## src/rtl/zxtres_joy_db9_reader.sv

```systemverilog
// zxtres_joy_db9_reader
// Serial reader for the ZXTRES DB9/JAMMA joystick shift-register chain.
// Each frame does the following:
//   - idles for FRAME_GAP cycles;
//   - pulses joy_load_n low for 2*CLK_DIV cycles;
//   - shifts in 24 active-low bits, one per joy_clk period of 2*CLK_DIV cycles;
//   - presents them as two active-high 12-bit words with a one-cycle frame_valid pulse.
//
// Ports:
//   clk_sys     - system clock
//   reset       - synchronous active-high reset
//   joy_clk     - shift clock to the external registers, idles low
//   joy_load_n  - parallel-load strobe, active low
//   joy_data    - serial data from the chain, active low, asynchronous
//   joy_select  - constant 1 (3-button mode)
//   joy1, joy2  - player 1 / player 2 buttons, 1 = pressed
//   frame_valid - one-cycle pulse when a frame completes
//
// Optional feature macro: JOY_FILTER_EN. When it is defined, the outputs only update
// when two consecutive frames carry an identical raw word.

module zxtres_joy_db9_reader #(
    parameter int unsigned CLK_DIV   = 8,
    parameter int unsigned FRAME_GAP = 64
) (
    input  logic        clk_sys,
    input  logic        reset,
    output logic        joy_clk,
    output logic        joy_load_n,
    input  logic        joy_data,
    output logic        joy_select,
    output logic [11:0] joy1,
    output logic [11:0] joy2,
    output logic        frame_valid
);

    localparam int unsigned LOAD_CYC = 2 * CLK_DIV;
    localparam int unsigned CNT_MAX  = (FRAME_GAP > LOAD_CYC) ? FRAME_GAP : LOAD_CYC;
    localparam int unsigned CNT_W    = $clog2(CNT_MAX);
    localparam int unsigned BIT_W    = 5;
    localparam int unsigned NBITS    = 24;

    typedef enum logic [2:0] {
        IDLE,
        LOAD,
        SHIFT_LO,
        SHIFT_HI,
        UPDATE
    } state_t;

    state_t             state;
    logic [CNT_W-1:0]   cnt;       // shared gap / load / divider counter
    logic [BIT_W-1:0]   bit_idx;
    logic [NBITS-1:0]   raw;
    logic [1:0]         sync;
    logic               data_s;
`ifdef JOY_FILTER_EN
    logic [NBITS-1:0]   hist;
`endif

    assign data_s     = sync[1];
    assign joy_select = 1'b1;

    // Two-flop synchronizer for the asynchronous serial input
    always_ff @(posedge clk_sys) begin
        if (reset) begin
            sync <= 2'b11;
        end else begin
            sync <= {sync[0], joy_data};
        end
    end

    // Frame sequencer with registered pin and output drivers
    always_ff @(posedge clk_sys) begin
        if (reset) begin
            state       <= IDLE;
            cnt         <= '0;
            bit_idx     <= '0;
            raw         <= '0;
            joy_clk     <= 1'b0;
            joy_load_n  <= 1'b1;
            joy1        <= '0;
            joy2        <= '0;
            frame_valid <= 1'b0;
`ifdef JOY_FILTER_EN
            hist        <= '0;
`endif
        end else begin
            frame_valid <= 1'b0;
            case (state)
                IDLE: begin
                    if (cnt == CNT_W'(FRAME_GAP - 1)) begin
                        cnt        <= '0;
                        joy_load_n <= 1'b0;
                        state      <= LOAD;
                    end else begin
                        cnt <= cnt + CNT_W'(1);
                    end
                end
                LOAD: begin
                    if (cnt == CNT_W'(LOAD_CYC - 1)) begin
                        cnt        <= '0;
                        bit_idx    <= '0;
                        joy_load_n <= 1'b1;
                        state      <= SHIFT_LO;
                    end else begin
                        cnt <= cnt + CNT_W'(1);
                    end
                end
                SHIFT_LO: begin
                    // Capture on the last low cycle; the synchronizer delay puts the
                    // effective pin sample two cycles earlier, still inside the low phase.
                    if (cnt == CNT_W'(CLK_DIV - 1)) begin
                        cnt          <= '0;
                        raw[bit_idx] <= data_s;
                        joy_clk      <= 1'b1;
                        state        <= SHIFT_HI;
                    end else begin
                        cnt <= cnt + CNT_W'(1);
                    end
                end
                SHIFT_HI: begin
                    if (cnt == CNT_W'(CLK_DIV - 1)) begin
                        cnt     <= '0;
                        joy_clk <= 1'b0;
                        if (bit_idx == BIT_W'(NBITS - 1)) begin
                            // Outputs and the valid pulse appear together in the UPDATE cycle
                            frame_valid <= 1'b1;
`ifdef JOY_FILTER_EN
                            if (raw == hist) begin
                                joy1 <= ~raw[11:0];
                                joy2 <= ~raw[23:12];
                            end
                            hist <= raw;
`else
                            joy1 <= ~raw[11:0];
                            joy2 <= ~raw[23:12];
`endif
                            state <= UPDATE;
                        end else begin
                            bit_idx <= bit_idx + BIT_W'(1);
                            state   <= SHIFT_LO;
                        end
                    end else begin
                        cnt <= cnt + CNT_W'(1);
                    end
                end
                UPDATE: begin
                    cnt   <= '0;
                    state <= IDLE;
                end
                default: begin
                    cnt   <= '0;
                    state <= IDLE;
                end
            endcase
        end
    end

endmodule
```

## config.mk

```make
export PLATFORM = sky130hd
export DESIGN_NAME = zxtres_joy_db9_reader
export DESIGN_NICKNAME = d
export VERILOG_FILES = /design/src/rtl/zxtres_joy_db9_reader.sv
export SDC_FILE = /design/constraint.sdc
export NUM_CORES = 1
export LEC_CHECK = 0
export ABC_AREA = 1
export CELL_PAD_IN_SITES_DETAIL_PLACEMENT = 2
export CELL_PAD_IN_SITES_GLOBAL_PLACEMENT = 2
export CORE_UTILIZATION = 29
export CTS_BUF_LIST = sky130_fd_sc_hd__clkbuf_8 sky130_fd_sc_hd__clkbuf_16
export DETAILED_ROUTE_END_ITERATION = 8
export GPL_ROUTABILITY_DRIVEN = 0
export GPL_TIMING_DRIVEN = 0
export PLACE_DENSITY = 0.85
export SETUP_SLACK_MARGIN = 0.1
export SLEW_MARGIN = 30
export SYNTH_ARGS = -nofsm -noshare
export SYNTH_HDL_FRONTEND = slang
export SYNTH_SLANG_ARGS = --single-unit
```

## constraint.sdc

```tcl
create_clock -name clk_sys -period 1.5 [get_ports clk_sys]
set_input_delay 0.3 -clock clk_sys [delete_from_list [all_inputs] [get_ports clk_sys]]
set_output_delay 0.3 -clock clk_sys [all_outputs]
set_load 0.03 [all_outputs]
```

Word-level counts from Yosys, hierarchy flattened. Index checks and enable logic that the tools add are counted.

Add/sub/neg operators: 2. Order comparisons: 2. Equality and inequality tests: 12. Mux-type cells: 24. Bitwise logic cells: 4. Reduce and logical (&&, ||, !) cells: 13.

Operators by type and width (count): $bwmux W24 (1); $not A12 Y12 (2); $mux W6 (3); $pmux W6 S3 (1); $mux W3 (5); $mux W5 (3); $pmux W3 S4 (1); $ne A2 B2 Y1 const B (5); $pmux W5 S2 (1); $reduce_and A3 Y1 (3); $reduce_and A4 Y1 (2); $add A6 B1 Y6 const B (1); $eq A3 B2 Y1 const B (2); $eq A6 B3 Y1 const B (1); $eq A6 B4 Y1 const B (1); $eq A6 B6 Y1 const B (1); $lt A5 B6 Y1 const B (1); $mux W1 (6); $reduce_bool A2 Y1 (3); $add A5 B1 Y5 const B (1); $demux W1 S5 (1); $eq A5 B5 Y1 const B (1); $ge A5 B1 Y1 const B (1); $pmux W1 S2 (2); 7 further kinds (8).

Bits in registers: 67. Output and inout bits: 28.

Depth between registers and ports, before layout.
Word-level depth: 5. Gate-level depth with buffers: 10.

Worst setup path before layout. OpenSTA, ideal clock, no wires.

Kind: register -> register. Start: register bit_idx[0]. End: register joy2[4]. Arrival time: 1347 ps. Path slack: 39 ps. Cell stages (with the launch flop): 10. Cell sequence: dfxtp_1 -> ha_1 -> nand2_1 -> nor2_4 -> nand3b_4 -> inv_4 -> buf_4 -> nand2_1 -> nand2_1 -> nor2_1.

Longest elaborated chain between the ends: 2.

RTL lines: start: declaration (line 53) `logic [BIT_W-1:0] bit_idx;`; start signal: assignment (line 141) `bit_idx <= bit_idx + BIT_W'(1);`; $eq A5 B5 Y1 (line 126) `if (bit_idx == BIT_W'(NBITS - 1)) begin`; $reduce_and A3 Y1 (no line); end signal: assignment (line 137) `joy2 <= ~raw[23:12];`; end: declaration (line 33) `output logic [11:0] joy2,`.

No other way between the ends. A chain may end at the register's enable or synchronous reset.

Worst setup path in the final report.
Start: register cnt[1]. End: register raw[4].

Longest elaborated chain between the ends: 2.

RTL lines: start: declaration (line 52) `logic [CNT_W-1:0] cnt;`; start signal: assignment (line 97) `cnt <= cnt + CNT_W'(1);`; start signal: assignment (line 107) `cnt <= cnt + CNT_W'(1);`; start signal: assignment (line 119) `cnt <= cnt + CNT_W'(1);`; $eq A6 B3 Y1 (line 113) `if (cnt == CNT_W'(CLK_DIV - 1)) begin`; $reduce_and A2 Y1 (no line); end signal: indexed assignment (line 115) `raw[bit_idx] <= data_s;`; end: declaration (line 54) `logic [NBITS-1:0] raw;`.

No other way between the ends.

==> key figures <==
Setup path
  • CP Data Arrival Time: 2.08 ns
  • CP required: 1.79 ns
  • WS Path Type: reg -> reg
  • Crit path cell chain: ha_4, nand2_4, inv_4, nand3_4, nor2_4, buf_8, buf_12, buf_6, nand4_1, a21oi_1
  • Critical path endpoint category: flop
  • Max incr delay on CP: 0.38 ns
  • Crit path max fanout: 5
  • Crit. Startpoint: cnt[1]$_SDFF_PP0_
  • Critical Path Source Type: flop
  • Slowest-stage cell, CP: dfxtp_4
  • RR Startpoint: cnt[1]$_SDFF_PP0_

STA
  • Final WS setup: -0.291 ns
  • Final setup viols: slightly above 60
  • Hold Slack: roughly 0.46 ns
  • Max-slew headroom: a little under 60%
  • Slew Limit Fails: 0
  • Hold Vio Cnt, Final: 0
  • Max Freq: 558 MHz
  • Worst-Margin Slew: 0.619 ns
  • Skew final: 0.0139 ns
  • Crit path time final: around 1.8 ns
  • Final worst path period share: 119%
  • Setup TNS: -10.71 ns
  • Unrepaired setup endpoints after global routing: yes

Floorplanning
  • Die ar.: around 0.011 mm²
  • Chip height: just over 100 µm
  • Initial Utilization: 29.9%
  • Core box area: 0.00982 mm²
  • Io pins: 31
  • Die width: roughly 100 µm
  • Rows: 36

Synthesis
  • EDFF count, synth: 0
  • Ys Warns: 0
  • Seq/Total Area, Yosys: a little under half
  • Syn_nets: 419
  • Commonest cells in the netlist: nand2_1, nor2_1, dfxtp_1, nand3_1, a21oi_1
  • FF+latch count, synth: 67
  • Top cell type by total area after synthesis: dfxtp_1
  • Mean area per synthesized cell: 7.15 µm²
  • Ys flop type: dfxtp_1
  • Top cell type's share of synthesized area: a little under half
  • Synth area leaders: dfxtp_1, nand2_1, nor2_1, nand3_1, nand4_1
  • Count leader, synth: nand2_1
  • Syn Inst Count: 411
  • Cell Area, Synth: 0.00294 mm²
  • Ys async rst share: 0%
  • Cell variety after synth: 28

Power
  • Max VDD drop: 0.787 mV
  • Pleak: 0.00187 µW
  • Power Dens Cells: approximately 1100 mW/mm²

Worst hold path
  • HP Start: sync[0]$_SDFF_PP1_
  • HP Class: reg -> reg

Detailed routing
  • Final WL: 14.5 mm
  • 1st-pass router iterations: 4
  • Residual DRC: 0
  • Post-route ant nets: 0
  • Starting DRT DRC Count: 120
  • Vias per inst: 5.20
  • Routed length per instance: 23.3 µm
  • Vias: 3232

Placement
  • Buffers on Ports: 29
  • Detail Placement HPWL: 6.26 mm

Clock network
  • Root Buffer: clkbuf_8
  • CTS buffer count: 9
  • CTS clk-pin slew, worst paths: 0.09 ns
  • Clk_lat worst skew: approximately 0.38 ns
  • Clock buffer depth: 2
  • CTS tree: built
  • Clock Sinks: 67
  • H-tree depth: 3

Final layout
  • Finished Core Util: a little under half
  • ANT cells: 0
  • P&R area growth vs syn: 52.5%
  • Share of cells above drive strength 1: 43.1%
  • Nets: 492

Flow run
  • Max Cap Viol: 0

Global route
  • Largest net degree at the start of global routing: 12
  • Grt ovf: 0
  • Vias in the first global route: 3534
  • Initial antenna violation count: 0
  • First-pass GRT wire length: 19.8 mm
  • Gr usage total: 25.6%

Run status
  • Outcome: complete, but fails checks
  • Failing checks: setup timing
[worst max-delay path: cells and delay by family (launching register included)]
| kind | cells | cell delay [ns] |
|---|---|---|
| compound gates | 1 | 0.22 |
| flops | 1 | 0.38 |
| fa+ha+maj | 1 | 0.15 |
| simple gates | 4 | 0.47 |
| buf+inv | 4 | 0.48 |
[routing by layer]
| layer | up-vias | GRT usage, % | part of all wire [%] |
|---|---|---|---|
| met4 | 0 | 12.9 | 3.8 |
| met1 | 1619 | 28.6 | 41 |
| li1 | 1487 | - | - |
| met3 | 44 | 4.47 | 2.9 |
| met2 | 82 | 46.7 | 52 |
| met5 | - | 0 | 0 |
[worst paths after layout]
check | end | slack [ns] | depth (start not counted)
worst min register to register | sync[1]$_SDFF_PP1_ | 0.46 | 1
worst min-delay path | sync[1]$_SDFF_PP1_ | 0.46 | 1
worst max-delay path | raw[4]$_SDFFE_PP0P_ | -0.29 | 10
worst max register to register | raw[4]$_SDFFE_PP0P_ | -0.29 | 10
[state kept, by name, summed over array words and instances (netlist names)]
signal,flops
sync,2
joy_load_n,1
state,3
frame_valid,1
raw,24
joy1,12
joy_clk,1
joy2,12
cnt,6
bit_idx,5
[power by group]
part / leakage, µW / switching, µW / total [µW] / internal [µW]
clock: 0.000105 / 814 / 1570 / 751
sequential: 0.000545 / 133 / 2020 / 1880
combinational: 0.00122 / 898 / 1270 / 375
[layout by cell type, fill, tap and decap left out, types with 2 or more instances in the layout]
master,netlist,routed
ha_4,0,2
clkinv_8,0,2
or2_2,2,2
inv_2,3,5
nor2_2,2,22
buf_8,0,8
a21oi_2,0,10
buf_12,0,3
o21ai_2,0,2
nor2_1,83,55
clkdlybuf4s15_1,0,9
dfxtp_2,0,2
inv_1,18,17
nor3_2,1,2
dfxtp_1,67,61
buf_4,7,15
dfxtp_4,0,4
buf_16,0,3
nand2_4,0,15
buf_6,3,14
clkinv_2,0,3
clkdlybuf4s50_1,0,2
clkbuf_8,0,9
o21ai_0,6,3
nand2_2,0,28
a21oi_1,29,19
nor2_4,1,9
nand2_1,104,61
nand3_2,1,15
clkbuf_2,0,25
nand4_1,24,24
nand3_1,33,15
ha_1,5,3
nand3_4,0,4
buf_2,1,2
clkbuf_1,10,2
[layout make-up]
| class | count | area, µm² |
|---|---|---|
| fill | 1088 | 5340 |
| multi-input combinational | 299 | 1870 |
| sequential | 67 | 1360 |
| timing repair buffer | 61 | 582 |
| buffer | 23 | 208 |
| tap | 133 | 166 |
| clock buffer | 9 | 124 |
| inverter | 22 | 97.6 |
| clock inverter | 7 | 61.3 |
| timing repair inverter | 1 | 16.3 |
[stage by stage]
| step | std cells | cell area [µm²] | total power [µW] | setup slack [ns] |
|---|---|---|---|---|
| floorplan | 411 | 2970 | 2530 | 0.108 |
| global placement | 573 | 3420 | 2720 | -0.375 |
| detailed placement | 573 | 3420 | 2770 | -0.424 |
| CTS | 619 | 4260 | 4530 | -0.0682 |
| global route | 622 | 4480 | 5060 | -0.328 |
| finish | 622 | 4480 | 4860 | -0.291 |
[cells by family after synthesis]
logic type               synth area share (%)
AND/OR/NAND/NOR                          37.5
buffers and inverters                    7.54
adder cells (fa/ha/maj)                  2.13
AO/OA/AOI/OAI                            6.73
other                                   0.128
XOR/XNOR                                0.298
flip-flops                               45.6
[repair_timing]
item / CTS / global route
cloned: 9 / 0
buffers inserted: 21 / 5
pin swaps: 49 / 39
hold buffers: 0 / 0
resized for setup: 151 / 119
endpoints found under the setup margin: 91 / 90
Note: power is estimated with default switching activity, not from simulation.
